**config.mk**
```make
export PLATFORM = sky130hd
export DESIGN_NAME = seq_pattern_tx
export DESIGN_NICKNAME = d
export VERILOG_FILES = /design/src/rtl/seq_pkg.sv /design/src/rtl/seq_piso.sv /design/src/rtl/seq_pattern_tx.sv
export SDC_FILE = /design/constraint.sdc
export NUM_CORES = 1
export LEC_CHECK = 0
export CORE_ASPECT_RATIO = 1.4
export CORE_MARGIN = 2
export CORE_UTILIZATION = 32
export DETAILED_ROUTE_END_ITERATION = 10
export GPL_ROUTABILITY_DRIVEN = 0
export PLACE_DENSITY = 0.5
export SYNTH_ARGS = -nofsm -noshare
export SYNTH_HDL_FRONTEND = slang
export SYNTH_SLANG_ARGS = --single-unit
```
**constraint.sdc**
```tcl
create_clock -name clk -period 4.6 [get_ports clk]
set_clock_uncertainty 0.1 [all_clocks]
set_input_delay 0.46 -clock clk [delete_from_list [all_inputs] [get_ports clk]]
set_output_delay 0.46 -clock clk [all_outputs]
set_load 0.02 [all_outputs]
```
**src/rtl/seq_pkg.sv**
```systemverilog
// Shared definitions for the serial pattern transmitter and the Moore
// overlapping sequence detector it feeds.
package seq_pkg;

    localparam int unsigned SEQ_PAT_LEN = 5;
    localparam logic [SEQ_PAT_LEN-1:0] SEQ_PATTERN = 5'b10110;

    typedef enum logic [1:0] {
        IDLE,
        PREAMBLE,
        PAYLOAD,
        GAP
    } tx_state_t;

    // Detector states name the longest received suffix that is a prefix of 10110
    typedef enum logic [2:0] {
        DET_S0,
        DET_S1,
        DET_S10,
        DET_S101,
        DET_S1011,
        DET_S10110
    } det_state_t;

    function automatic int unsigned max2(input int unsigned a, input int unsigned b);
        return (a > b) ? a : b;
    endfunction

endpackage

```
**src/rtl/seq_piso.sv**
```systemverilog
// Parallel-in serial-out shift register; exposes the MSB it will hold after
// the coming edge so the owner can register the serial bit alongside it.
module seq_piso #(
    parameter int unsigned DATA_W = 8
) (
    input  logic              clk,
    input  logic              reset,
    input  logic              load_i,
    input  logic              shift_i,
    input  logic [DATA_W-1:0] data_i,
    output logic              next_msb_c
);

    logic [DATA_W-1:0] sr_q;
    logic [DATA_W-1:0] sr_d;

    always_comb begin
        sr_d = sr_q;
        if (load_i) begin
            sr_d = data_i;
        end else if (shift_i) begin
            sr_d = sr_q << 1;
        end
    end

    assign next_msb_c = sr_d[DATA_W-1];

    always_ff @(posedge clk or posedge reset) begin
        if (reset) begin
            sr_q <= '0;
        end else begin
            sr_q <= sr_d;
        end
    end

endmodule

```
**src/rtl/seq_pattern_tx.sv**
```systemverilog
// Serial frame transmitter: preamble, MSB-first payload, then idle gap.
// Outputs are registered from the next-state values, so they track the state register exactly.
module seq_pattern_tx
    import seq_pkg::*;
#(
    parameter int unsigned          DATA_W  = 8,
    parameter int unsigned          PAT_LEN = SEQ_PAT_LEN,
    parameter logic [PAT_LEN-1:0]   PATTERN = SEQ_PATTERN,
    parameter int unsigned          GAP     = 2
) (
    input  logic              clk,
    input  logic              reset,
    input  logic              tx_valid,
    input  logic [DATA_W-1:0] tx_data,
    output logic              tx_ready,
    output logic              dout,
    output logic              dout_valid,
    output logic              frame_start,
    output logic              busy
);

    localparam int unsigned CNT_W = $clog2(max2(max2(PAT_LEN, DATA_W), max2(GAP, 2)));

    tx_state_t        state_q, state_d;
    logic [CNT_W-1:0] cnt_q, cnt_d;
    logic             load, shift_en, next_msb_c;
    logic             dout_q, dout_d;
    logic             dout_valid_q, dout_valid_d;
    logic             frame_start_q, frame_start_d;
    logic             tx_ready_q, tx_ready_d;

    seq_piso #(.DATA_W(DATA_W)) u_piso (
        .clk        (clk),
        .reset      (reset),
        .load_i     (load),
        .shift_i    (shift_en),
        .data_i     (tx_data),
        .next_msb_c (next_msb_c)
    );

    // Next-state, counter and shift control
    always_comb begin
        state_d  = state_q;
        cnt_d    = cnt_q;
        load     = 1'b0;
        shift_en = 1'b0;
        case (state_q)
            IDLE: begin
                if (tx_valid) begin
                    load    = 1'b1;
                    cnt_d   = CNT_W'(PAT_LEN - 1);
                    state_d = PREAMBLE;
                end
            end
            PREAMBLE: begin
                if (cnt_q == '0) begin
                    cnt_d   = CNT_W'(DATA_W - 1);
                    state_d = PAYLOAD;
                end else begin
                    cnt_d = cnt_q - CNT_W'(1);
                end
            end
            PAYLOAD: begin
                shift_en = 1'b1;
                if (cnt_q == '0) begin
                    if (GAP == 0) begin
                        state_d = IDLE;
                    end else begin
                        cnt_d   = CNT_W'(GAP - 1);
                        state_d = seq_pkg::GAP;
                    end
                end else begin
                    cnt_d = cnt_q - CNT_W'(1);
                end
            end
            seq_pkg::GAP: begin
                if (cnt_q == '0) begin
                    state_d = IDLE;
                end else begin
                    cnt_d = cnt_q - CNT_W'(1);
                end
            end
            default: state_d = IDLE;
        endcase
    end

    // Output decode from the values the registers will hold next cycle
    always_comb begin
        dout_d        = 1'b0;
        dout_valid_d  = 1'b0;
        frame_start_d = 1'b0;
        tx_ready_d    = (state_d == IDLE);
        case (state_d)
            PREAMBLE: begin
                dout_d        = PATTERN[cnt_d];
                dout_valid_d  = 1'b1;
                frame_start_d = (state_q == IDLE);
            end
            PAYLOAD: begin
                dout_d       = next_msb_c;
                dout_valid_d = 1'b1;
            end
            default: ;
        endcase
    end

    always_ff @(posedge clk or posedge reset) begin
        if (reset) begin
            state_q       <= IDLE;
            cnt_q         <= '0;
            dout_q        <= 1'b0;
            dout_valid_q  <= 1'b0;
            frame_start_q <= 1'b0;
            tx_ready_q    <= 1'b1;
        end else begin
            state_q       <= state_d;
            cnt_q         <= cnt_d;
            dout_q        <= dout_d;
            dout_valid_q  <= dout_valid_d;
            frame_start_q <= frame_start_d;
            tx_ready_q    <= tx_ready_d;
        end
    end

    assign dout        = dout_q;
    assign dout_valid  = dout_valid_q;
    assign frame_start = frame_start_q;
    assign tx_ready    = tx_ready_q;
    assign busy        = !tx_ready_q;

endmodule
```
==> results.yml <==
outcome:
  status: "finished, final reports clean"
clocking:
  clockBufferDepth: 2
  cts_resized: 0
  clkLatencyLatePin_ps: 250
  cts_sinks: 17
  htree_num_levels: 1
  cts_tree: "yes"
  root_buffer: "clkbuf_8"
  path_clk_slew_ps: 70
  cts_setup_buffers: 0
  ctsHoldBuffers: 0
  numCtsBuffers: 3
route:
  wl_mm: 2.10
  ant_nets: 0
  drcViolationCount: 0
  first_pass_iters: 4
  viasPerCell: 4.99
  drt-initial-drc-count: 26
  routedWlPerCell_um: 14.0
  vias: 748
grt:
  antenna_found_initial: 0
  grt_max_degree: 22
  grt_usage: 0.134
  grt-ovfl-total: 0
  grt_pass1_wl_mm: 3.66
  grt_pass1_vias: 745
sta:
  tightest_slew_ps: 731
  fmax_ghz: 0.437
  fin_crit_sh: 0.498
  relSlewSlack: 0.513
  fin_ws_ps: 2310
  slew_violations: 0
  setup_tns_ps: 0
  rsz0062_at_grt: "no"
  timing_hold_violations_final: 0
  setup_viol_count_final: 0
  fin_crit_ps: 2290
  timing.hold.ws_ps: 423
cells_and_area:
  areaGrowthSynthToFinish_pct: 20.5
  diodes: 0
  drive_gt1_frac: 0.0973
  nNetsFinal: 131
  regArea_um2: 427
  multi_input_area_um2: 480
  nFillCells: 301
  fin_util: 0.407
flow_run:
  maxCapViolations: 0
floorplanning:
  design.core.area_um2: 2910
  initial_core_util: 0.338
  die_h_um: 69.6
  fp.dieW_um: 50.8
  ios: 16
  rows: 23
  die_area_um2: 3530
pwr:
  power_mw: 0.863
  p_leak_nw: 0.497
  ir_worst_vdd_mv: 0.342
  power_density_nw_per_um2: 729
logic_synthesis:
  netlist_instances: 100
  synth_top_area_cell: "dfrtp_1"
  synth_top_family_by_area: "compound AO/OA/AOI/OAI gates"
  yosysMostFrequentCell: "dfrtp_1"
  synthXorXnorAreaFrac: 0.0178
  synth-compound-area-share: 0.242
  synthesis.nets: 117
  synth_common_cells: "dfrtp_1, a21oi_1, inv_1"
  synth_async_sr_flop_share: 1.00
  synthMuxAreaShare: 0
  yosys.area_share.simple: 0.153
  ys_seq_area_frac: 0.434
  yosys-top-cells-area: "dfrtp_1, ha_1, a21oi_1"
  synth-adder-area-share: 0.0764
  syn_area_um2: 982
  yosys_register_bits: 17
  post_synth_num_cell_types: 33
  synth_area_per_cell_um2: 9.82
  synth_top_cell_area_share: 0.408
  ys.warnings.count: 0
  synth-edff-count: 0
  synth_ff_type: "dfrtp_1"
worst_setup_path:
  crit_arrival_ps: 2320
  crit_fanout: 20
  startpoint_type: "register"
  required_ps: 4630
  critPathKind: "reg -> reg"
  r2r_setup_slack_ps: 2310
  crit_start: "state_q[0]$_DFF_PP0_"
  reg2reg_from: "state_q[0]$_DFF_PP0_"
  endpoint_kind: "register"
hold_path:
  min_from: "u_piso.sr_q[0]$_DFFE_PP0P_"
  hold_path_class: "reg -> reg"
placed_design:
  dpl_worst_slack_ps: 2060
  place.detailed.hpwl_mm: 1.49
  io_buffers: 15
where the power goes:
group          switching (mW)  internal, mW
clock                  0.0526        0.0601
sequential             0.0887         0.228
combinational           0.219         0.215
final timing paths:
| kind | to | cells past startpoint |
|---|---|---|
| max | dout$_DFF_PP0_ | 7 |
| max reg2reg | dout$_DFF_PP0_ | 7 |
| min in group asynchronous | u_piso.sr_q[1]$_DFFE_PP0P_ | 2 |
| max in group asynchronous | cnt_q[2]$_DFF_PP0_ | 2 |
| min | u_piso.sr_q[0]$_DFFE_PP0P_ | 2 |
| min reg2reg | u_piso.sr_q[0]$_DFFE_PP0P_ | 2 |
per-layer routing:
layer | vias to the layer above | GRT usage | wire length (um)
li1 | 372 | - | -
met1 | 364 | 0.174 | 924
met2 | 10 | 0.219 | 1110
met3 | 2 | 0.0194 | 45
met4 | 0 | 0.0541 | 17
met5 | - | 0 | 0
area by class of cell:
cell class	instances	area share
timing repair buffer	15	0.127
inverter	9	0.0285
sequential	17	0.360
clock buffer	3	0.0349
clock inverter	1	0.00423
tap	37	0.0391
multi-input combinational	68	0.406
metrics by stage:
step                cells  instance area, um^2
floorplan             100                  982
global placement      146                 1140
detailed placement    146                 1140
CTS                   150                 1180
global route          150                 1180
finish                150                 1180
critical path, stage by stage, from the launching register on:
cell	delay, ps
dfrtp_1	820
nand3b_2	240
xor2_1	280
inv_1	120
ha_1	210
o21ai_1	120
o2111a_1	230
a221oi_2	60
cells in the final DEF, fill, tap and decap left out, types with 3 or more instances in the layout:
cell             instances
clkbuf_8                 3
inv_1                    9
nand2b_1                 3
a21oi_1                 12
ha_1                     6
dfrtp_1                 16
nor2_1                   4
clkdlybuf4s50_1         15
nor2b_1                  8
a22oi_1                  6
o21ai_0                  7
sequential cells by signal (all words and copies together), names as in the netlist:
name,cells
cnt_q,3
dout,1
u_piso.sr_q,8
frame_start,1
state_q,2
tx_ready,1
dout_valid,1
kinds of logic after synthesis:
family	Yosys count
buffers and inverters	15
flip-flops	17
XOR/XNOR	2
AO/OA/AOI/OAI	36
AND/OR/NAND/NOR	24
adder cells (fa/ha/maj)	6
Note: power is estimated with default switching activity, not from simulation.
